--- src/rtl/fp_pkg.sv ---
// Shared binary32 field definitions for the FPU test blocks.
// Provides the field widths, exponent bias and a packed result record.
package fp_pkg;

    localparam int FP32_EXP_BIAS = 127;
    localparam int FP32_EXP_W    = 8;
    localparam int FP32_FRAC_W   = 23;

    typedef struct packed {
        logic                   sign;
        logic [FP32_EXP_W-1:0]  exp;
        logic [FP32_FRAC_W-1:0] frac;
    } fp32_t;

    function automatic fp32_t fp32_pack(input logic                   sign,
                                        input logic [FP32_EXP_W-1:0]  exp,
                                        input logic [FP32_FRAC_W-1:0] frac);
        fp32_t r;
        r.sign = sign;
        r.exp  = exp;
        r.frac = frac;
        return r;
    endfunction

endpackage

--- src/rtl/lzc.sv ---
// Combinational leading-zero counter with zero detect.
// An all-zero input reports a count of W.
module lzc #(
    parameter int W     = 32,
    parameter int CNT_W = $clog2(W + 1)
) (
    input  logic [W-1:0]     data_i,
    output logic [CNT_W-1:0] cnt_o,
    output logic             zero_o
);

    logic [CNT_W-1:0] cnt_s;

    // Scan from LSB upward so the highest set bit writes last and wins.
    always_comb begin
        cnt_s = CNT_W'(W);
        for (int i = 0; i < W; i++) begin
            cnt_s = data_i[i] ? CNT_W'(W - 1 - i) : cnt_s;
        end
    end

    assign cnt_o  = cnt_s;
    assign zero_o = ~|data_i;

endmodule

--- src/rtl/int_to_fp_pipe.sv ---
// Three-stage integer to binary32 converter: capture, normalise, round/pack.
// A single advance enable stalls every stage together under output backpressure.
module int_to_fp_pipe
    import fp_pkg::*;
#(
    parameter int IN_W  = 32,
    parameter int TAG_W = 4
) (
    input  logic             clk,
    input  logic             rst_n,
    input  logic             in_valid,
    output logic             in_ready,
    input  logic [IN_W-1:0]  in_data,
    input  logic             in_signed,
    input  logic             in_rtz,
    input  logic [TAG_W-1:0] in_tag,
    output logic             out_valid,
    input  logic             out_ready,
    output logic [31:0]      out_data,
    output logic             out_inexact,
    output logic [TAG_W-1:0] out_tag
);

    localparam int LZ_W = $clog2(IN_W + 1);
    localparam logic [FP32_EXP_W-1:0] EXP_TOP = FP32_EXP_W'(FP32_EXP_BIAS + IN_W - 1);

    logic en_s;

    logic             s1_valid_q, s1_valid_d;
    logic             s1_sign_q,  s1_sign_d;
    logic [IN_W-1:0]  s1_mag_q,   s1_mag_d;
    logic             s1_rtz_q,   s1_rtz_d;
    logic [TAG_W-1:0] s1_tag_q,   s1_tag_d;

    logic                  s2_valid_q, s2_valid_d;
    logic                  s2_sign_q,  s2_sign_d;
    logic                  s2_zero_q,  s2_zero_d;
    logic                  s2_rtz_q,   s2_rtz_d;
    logic [TAG_W-1:0]      s2_tag_q,   s2_tag_d;
    logic [FP32_EXP_W-1:0] s2_exp_q,   s2_exp_d;
    logic [IN_W-2:0]       s2_norm_q,  s2_norm_d;

    logic             out_valid_q,   out_valid_d;
    fp32_t            out_res_q,     out_res_d;
    logic             out_inexact_q, out_inexact_d;
    logic [TAG_W-1:0] out_tag_q,     out_tag_d;

    logic [LZ_W-1:0]        lz_s;
    logic                   lz_zero_s;
    logic [IN_W+23:0]       ext_s;
    logic [FP32_FRAC_W-1:0] frac_s;
    logic [FP32_FRAC_W:0]   frac_inc_s;
    logic                   guard_s;
    logic                   sticky_s;
    logic                   round_up_s;

    assign en_s     = !out_valid_q || out_ready;
    assign in_ready = en_s;

    // S1: sign detect and magnitude; the signed minimum negates to itself, which is the right magnitude.
    always_comb begin
        s1_valid_d = in_valid;
        s1_sign_d  = in_signed & in_data[IN_W-1];
        s1_mag_d   = s1_sign_d ? (~in_data + IN_W'(1)) : in_data;
        s1_rtz_d   = in_rtz;
        s1_tag_d   = in_tag;
    end

    lzc #(.W(IN_W)) u_lzc (
        .data_i (s1_mag_q),
        .cnt_o  (lz_s),
        .zero_o (lz_zero_s)
    );

    // S2: shift the leading one out of the top bit; only the bits below it are kept.
    always_comb begin
        s2_valid_d = s1_valid_q;
        s2_sign_d  = s1_sign_q;
        s2_zero_d  = lz_zero_s;
        s2_rtz_d   = s1_rtz_q;
        s2_tag_d   = s1_tag_q;
        s2_exp_d   = EXP_TOP - FP32_EXP_W'(lz_s);
        s2_norm_d  = s1_mag_q[IN_W-2:0] << lz_s;
    end

    // S3: zero-extend below the fraction so narrow inputs round with guard = sticky = 0.
    assign ext_s      = {s2_norm_q, 25'd0};
    assign frac_s     = ext_s[IN_W+23 -: FP32_FRAC_W];
    assign guard_s    = ext_s[IN_W];
    assign sticky_s   = |ext_s[IN_W-1:0];
    assign round_up_s = !s2_rtz_q && guard_s && (sticky_s || frac_s[0]);
    assign frac_inc_s = {1'b0, frac_s} + 24'd1;

    // S3: pack; a fraction carry-out bumps the exponent and leaves the fraction at zero.
    always_comb begin
        out_valid_d   = s2_valid_q;
        out_tag_d     = s2_tag_q;
        out_res_d     = '0;
        out_inexact_d = 1'b0;
        if (s2_zero_q) begin
            out_res_d     = '0;
            out_inexact_d = 1'b0;
        end else if (round_up_s) begin
            out_res_d     = fp32_pack(s2_sign_q,
                                      frac_inc_s[FP32_FRAC_W] ? s2_exp_q + 8'd1 : s2_exp_q,
                                      frac_inc_s[FP32_FRAC_W-1:0]);
            out_inexact_d = 1'b1;
        end else begin
            out_res_d     = fp32_pack(s2_sign_q, s2_exp_q, frac_s);
            out_inexact_d = guard_s | sticky_s;
        end
    end

    // Stage registers, all advancing together on the shared enable.
    always_ff @(posedge clk or negedge rst_n) begin
        if (!rst_n) begin
            s1_valid_q    <= 1'b0;
            s1_sign_q     <= 1'b0;
            s1_mag_q      <= '0;
            s1_rtz_q      <= 1'b0;
            s1_tag_q      <= '0;
            s2_valid_q    <= 1'b0;
            s2_sign_q     <= 1'b0;
            s2_zero_q     <= 1'b0;
            s2_rtz_q      <= 1'b0;
            s2_tag_q      <= '0;
            s2_exp_q      <= '0;
            s2_norm_q     <= '0;
            out_valid_q   <= 1'b0;
            out_res_q     <= '0;
            out_inexact_q <= 1'b0;
            out_tag_q     <= '0;
        end else if (en_s) begin
            s1_valid_q    <= s1_valid_d;
            s1_sign_q     <= s1_sign_d;
            s1_mag_q      <= s1_mag_d;
            s1_rtz_q      <= s1_rtz_d;
            s1_tag_q      <= s1_tag_d;
            s2_valid_q    <= s2_valid_d;
            s2_sign_q     <= s2_sign_d;
            s2_zero_q     <= s2_zero_d;
            s2_rtz_q      <= s2_rtz_d;
            s2_tag_q      <= s2_tag_d;
            s2_exp_q      <= s2_exp_d;
            s2_norm_q     <= s2_norm_d;
            out_valid_q   <= out_valid_d;
            out_res_q     <= out_res_d;
            out_inexact_q <= out_inexact_d;
            out_tag_q     <= out_tag_d;
        end
    end

    assign out_valid   = out_valid_q;
    assign out_data    = out_res_q;
    assign out_inexact = out_inexact_q;
    assign out_tag     = out_tag_q;

endmodule

--- config.mk ---
export PLATFORM = sky130hd
export DESIGN_NAME = int_to_fp_pipe
export DESIGN_NICKNAME = d
export VERILOG_FILES = /design/src/rtl/fp_pkg.sv /design/src/rtl/lzc.sv /design/src/rtl/int_to_fp_pipe.sv
export SDC_FILE = /design/constraint.sdc
export NUM_CORES = 1
export LEC_CHECK = 0
export ABC_AREA = 0
export ABC_CLOCK_PERIOD_IN_PS = 3000
export CAP_MARGIN = 5
export CORE_MARGIN = 8
export CORE_UTILIZATION = 52
export CTS_CLUSTER_DIAMETER = 40
export DETAILED_ROUTE_END_ITERATION = 16
export GPL_ROUTABILITY_DRIVEN = 0
export PLACE_DENSITY = 0.77
export SLEW_MARGIN = 10
export SYNTH_ARGS = -nofsm -noshare
export SYNTH_HDL_FRONTEND = slang
export SYNTH_HIERARCHICAL = 1
export SYNTH_SLANG_ARGS = --single-unit
export TNS_END_PERCENT = 1
--- constraint.sdc ---
create_clock -name clk -period 3 [get_ports clk]
set_input_delay 0.45 -clock clk [delete_from_list [all_inputs] [get_ports clk]]
set_output_delay 0.45 -clock clk [all_outputs]
set_load 0.03 [all_outputs]
==> Word level (Yosys, flattened, before mapping) <==
Index checks and enable logic that the tools add are counted.
Widths: inputs -> output; s select.
{ "word_totals": {"wordCells": 73, "output_inout_bits": 39, "register_bits": 124} }
{ "classes": {"n_addsub": 4, "shift": 1, "bitwise": 3, "n_mux": 38, "n_reduce_logical": 9} }
{ "op_table": {"columns": ["op", "count"], "rows": [
  ["$mux 6", 32],
  ["$mux 32", 2],
  ["$add 32x1->32 const B", 1],
  ["$not 32->32", 1],
  ["$reduce_or 32->1", 1],
  ["$mux 31", 1],
  ["$shl 31x6->31", 1],
  ["$add 23x1->24 const B", 1],
  ["$add 8x1->8 const B", 1],
  ["$mux 8", 1],
  ["$sub 8x6->8 const A", 1],
  ["$reduce_or 7->1", 1],
  ["$logic_not 1->1", 3],
  ["$logic_and 1x1->1", 2],
  ["$logic_or 1x1->1", 2],
  ["$mux 1", 2],
  ["$and 1x1->1", 1],
  ["$or 1x1->1", 1]
]} }

==> Depth between registers and ports, before layout <==
{ "depth": {"ltp_word": 33, "depth_mapped": 12, "ltp_nobuf": 10} }

==> Cells and area by module <==
Netlist, hierarchy kept.
{ "modules_own_cells": {"columns": ["mod", "area_per_inst_um2", "cells_each", "instances"], "rows": [
  ["int_to_fp_pipe", 7332.0, 790, 1],
  ["lzc", 394.1, 66, 1]
]} }

==> Least setup slack after synthesis <==
No wires, ideal clock.
{ "synth_path": {"kind": "register -> register", "start": "reg s1_mag_q[3]", "end": "reg s2_norm_q[25]", "t_arrival_ns": 2.806, "setup_ns": 0.143, "path_slack_ns": 0.051, "path_buffers": 1, "required_time_ns": 2.857, "path_stages_with_launch": 12, "path_cell_list": "dfrtp_1 -> nor3b_2 -> nor3_1 -> o31ai_1 -> o2111ai_1 -> a221oi_1 -> buf_4 -> mux2i_1 -> inv_1 -> mux4_2 -> a222oi_1 -> o211ai_1"} }
{ "synth_between": {"elab_chain_len": 30} }
{ "synth_lines": {"columns": ["item", "line_no", "source"], "rows": [
  ["start, declared", "int_to_fp_pipe.sv:31", "logic [IN_W-1:0] s1_mag_q, s1_mag_d;"],
  ["start signal, assigned", "int_to_fp_pipe.sv:136", "s1_mag_q <= s1_mag_d;"],
  ["$mux 6 (29 in a row)", "lzc.sv:18", "cnt_s = data_i[i] ? CNT_W'(W - 1 - i) : cnt_s;"],
  ["via lz_s[0]", "int_to_fp_pipe.sv:48", "logic [LZ_W-1:0] lz_s;"],
  ["$shl 31x6->31", "int_to_fp_pipe.sv:83", "s2_norm_d = s1_mag_q[IN_W-2:0] << lz_s;"],
  ["end signal, assigned", "int_to_fp_pipe.sv:145", "s2_norm_q <= s2_norm_d;"],
  ["end, declared", "int_to_fp_pipe.sv:41", "logic [IN_W-2:0] s2_norm_q, s2_norm_d;"]
]} }
The timed path passes the listed nets, and every way through them passes these cells.
A chain may end at the register's enable or synchronous reset.

==> Worst setup path in the final report <==
{ "layout_path": {"start": "reg s1_mag_q[20]", "end": "reg s2_norm_q[28]"} }
{ "layout_between": {"elab_chain_len": 13} }
{ "layout_lines": {"columns": ["item", "line_no"], "rows": [
  ["$mux 6 (12 in a row)", "lzc.sv:18"],
  ["via lz_s[5]", "int_to_fp_pipe.sv:48"],
  ["$shl 31x6->31", "int_to_fp_pipe.sv:83"]
]} }
The timed path passes the listed nets, and every way through them passes these cells.

==> flow_metrics.py <==
metrics = {
    "floorplanning": {
        "coreArea_sq_mm": 0.0145,
        "rows": 44,
        "dieArea_sq_mm": 0.0190,
        "initial_core_util": 0.532,
        "pin_count": 81,
        "dieHeight_um": 138,
        "die_x_um": 138,
    },
    "timing": {
        "finalSetupViolCount": 21,
        "clock_skew_ns": 0.00705,
        "fin_crit_ns": 3.19,
        "maxSlewHeadroom": 0.461,
        "final.setup.worst_slack_ns": -0.191,
        "max_freq_mhz": 313,
        "timing.hold.ws_ns": 0.0471,
        "slew_viol_final": 0,
        "hold_viol": 0,
        "fin_crit_sh": 1.06,
        "tightestPinTransition_ns": 0.809,
        "rsz0062_at_grt": "true",
    },
    "status": {
        "run_status": "complete, but fails checks",
        "violations": "negative setup slack",
    },
    "yosys": {
        "synth_cells": 856,
        "synth_area_leaders": "dfrtp_1 40%, nand2_1 7.6%, mux2i_1 4.3%",
        "seq_area_frac_synth": 0.402,
        "synth_edf_count": 0,
        "synth_top_area_share": 0.402,
        "synth_top_area_cell": "dfrtp_1",
        "synth-seq-cells": 124,
        "syn_area_per_cell_sq_um": 9.03,
        "async_reset_ff_frac": 1.00,
        "synthFlopType": "dfrtp_1",
        "syn_nets": 902,
        "synth_cell_types": 70,
        "synth_warnings": 6,
        "syn-cell-area_sq_mm": 0.00773,
    },
    "power": {
        "p_per_area_mw_per_mm2": 999,
        "power.total_mw": 10.2,
        "ir_drop_v": 0.000610,
        "leakage_nw": 4.10,
    },
    "critical_path": {
        "critPathRequiredTime_ns": 3.30,
        "r2r_end": "s2_norm_q[28]$_DFFE_PN0P_",
        "cp_max_fo": 10,
        "r2r_slack_ns": -0.19,
        "crit_start": "s1_mag_q[20]$_DFFE_PN0P_",
        "path_class": "reg2reg",
        "cp_top_family": "simple AND/OR/NAND/NOR gates",
        "crit_chain": "buf_4 > nor4_1 > and2_1 > nand3_1 > nor4_1 > buf_4 > nor3_1 > and2_1 > a222oi_1 > nand2_1",
        "start_kind": "flop",
        "r2r_cells": 10,
        "slowest_delay_ns": 0.65,
        "cpMaxStageDelayCell": "nor4_1",
        "timing.rr.start": "s1_mag_q[20]$_DFFE_PN0P_",
        "end_kind": "flop",
        "arrival_ns": 3.49,
        "path_buf_inv": 2,
        "cp-endpoint": "s2_norm_q[28]$_DFFE_PN0P_",
        "worstSetupPathDepth": 10,
    },
    "routing": {
        "drt-initial-drc-count": 638,
        "first_pass_iters": 6,
        "viasPerCell": 6.07,
        "vias": 7249,
        "wirelength_um": 21200,
        "drcViolationCount": 0,
        "ant_nets": 0,
        "wl_per_cell_um": 17.7,
    },
    "worst_hold_path": {
        "hold_class": "in2async",
    },
    "final_layout": {
        "layout_commonest_cell": "nand2_1",
        "stdcell_count": 1195,
        "syn_to_final_growth_pct": 31.7,
        "antenna_cells": 0,
        "finalInstanceArea_sq_mm": 0.0102,
        "nets": 1044,
        "mostFrequentLayoutCells": "157 x nand2_1, 124 x dfrtp_1, 79 x clkdlybuf4s50_1",
        "filler_cell_count": 1139,
        "drive_gt1_frac": 0.206,
    },
    "clock_tree": {
        "holdBufCountCts": 0,
        "clock_sinks": 124,
        "clk_latency_ns": 0.43,
        "path_clk_slew_ns": 0.06,
        "htree_levels": 4,
        "cts_buffers": 17,
        "cts-root-buf": "clkbuf_16",
        "clockBufferDepth": 2,
        "cts_tree": "done",
    },
    "placement": {
        "dp.cells": 1151,
        "detailed_place_hpwl_um": 14700,
        "preCtsSetupSlack_ns": -0.129,
        "placed_area_sq_mm": 0.00920,
        "port_buffers": 80,
    },
    "global_routing": {
        "grt_overflow": 0,
        "grt_pass1_wl_um": 33600,
        "antenna_found_initial": 0,
        "grt_pass1_vias": 6901,
        "grtUsageTotal": 0.220,
        "grt_max_degree": 52,
    },
    "flow_run": {
        "cap_violations": 0,
    },
}
through the flow:
| stage | setup TNS [ns] | utilization |
|---|---|---|
| 2_1_floorplan | 0 | - |
| 3_3_place_gp | -0.0506 | 0.633 |
| 3_5_place_dp | -0.442 | 0.633 |
| 4_1_cts | -0.938 | 0.685 |
| 5_1_grt | -4.57 | 0.700 |
| 6_report | -1.87 | 0.700 |
layout make-up:
class	count	area [sq um]	area share
timing repair buffer	168	1570	0.154
multi-input combinational	666	4590	0.451
tap	184	230	0.0226
clock inverter	14	169	0.0166
clock buffer	18	439	0.0432
inverter	21	78.8	0.00775
sequential	124	3100	0.305
cells by family (layout without fill, tap and decap cells):
group,after synthesis,count (layout),synth area share
DFF,124,124,0.402
muxes,70,70,0.111
xor gates and xnor gates,56,56,0.0635
and+or+nand+nor,345,345,0.214
buffers and inverters,66,221,0.0364
AOI/OAI and AO/OA,191,191,0.167
adders and majority gates,4,4,0.00648
routing by layer:
metal | share of wire | track usage
met5 | 0 | 0
met4 | 0.023 | 0.0818
met3 | 0.061 | 0.0475
met2 | 0.49 | 0.353
met1 | 0.43 | 0.286
sequential cells by signal, summed over array words and instances, names as in the netlist, 4 cells and up:
signal and flops:
out_tag_d 4, s2_norm_q 31, out_tag 4, s2_exp_q 8
s1_mag_q 32, s1_tag_q 4, out_data 32
worst min-delay path by stage:
stage / start / end / slack, ns / cells after the start
after global routing: rst_n / out_data[29]$_DFFE_PN0P_ / 0.09 / 1
after detailed placement: out_valid_d$_DFFE_PN0P_ / out_valid_d$_DFFE_PN0P_ / 0.45 / 2
after CTS: rst_n / out_data[29]$_DFFE_PN0P_ / 0.06 / 1
after global placement: out_valid_d$_DFFE_PN0P_ / out_valid_d$_DFFE_PN0P_ / 0.44 / 2
after floorplan: rst_n / out_data[0]$_DFFE_PN0P_ / 0.15 / 0
final: rst_n / out_data[29]$_DFFE_PN0P_ / 0.05 / 1
Yosys cell counts, types with 3 or more instances:
| master | count |
|---|---|
| buf_1 | 8 |
| nand2_1 | 157 |
| o211ai_1 | 3 |
| o311ai_0 | 4 |
| and2_1 | 6 |
| nand3b_1 | 3 |
| mux2i_1 | 33 |
| a21oi_1 | 34 |
| nor3_1 | 33 |
| or4_1 | 3 |
| or3_1 | 6 |
| and4_1 | 4 |
| clkbuf_1 | 26 |
| o31ai_1 | 12 |
| buf_4 | 3 |
| nor2_1 | 62 |
| o221ai_1 | 3 |
| a22oi_1 | 10 |
| o21ai_0 | 57 |
| buf_2 | 6 |
| a221oi_1 | 7 |
| mux4_2 | 10 |
| dfrtp_1 | 124 |
| inv_1 | 21 |
| o41ai_1 | 4 |
| a22o_1 | 9 |
| xnor2_1 | 37 |
| a31oi_1 | 6 |
| mux2_2 | 27 |
| nor4_2 | 3 |
| and3_1 | 3 |
| o22ai_1 | 9 |
| xor2_1 | 19 |
| nor2b_1 | 4 |
| nand3_1 | 16 |
| a222oi_1 | 10 |
| nand4_1 | 8 |
| nor4_1 | 11 |
| or4_4 | 3 |
| nand2b_1 | 8 |
| ha_1 | 4 |
| o21ai_1 | 4 |
| a211oi_1 | 3 |
timing repair:
item                                    in CTS  in global routing
gates resized for setup                     24                 28
cloned                                       0                  1
setup buffers                                8                  3
endpoints found under the setup margin      15                 29
pin swaps                                   12                  9
where the power goes:
part           internal [mW]  total (mW)  switching, mW
sequential              2.32        2.93          0.613
clock                   1.32        2.09          0.763
combinational           2.43        5.15           2.72
(Power assumes the default switching activity.)
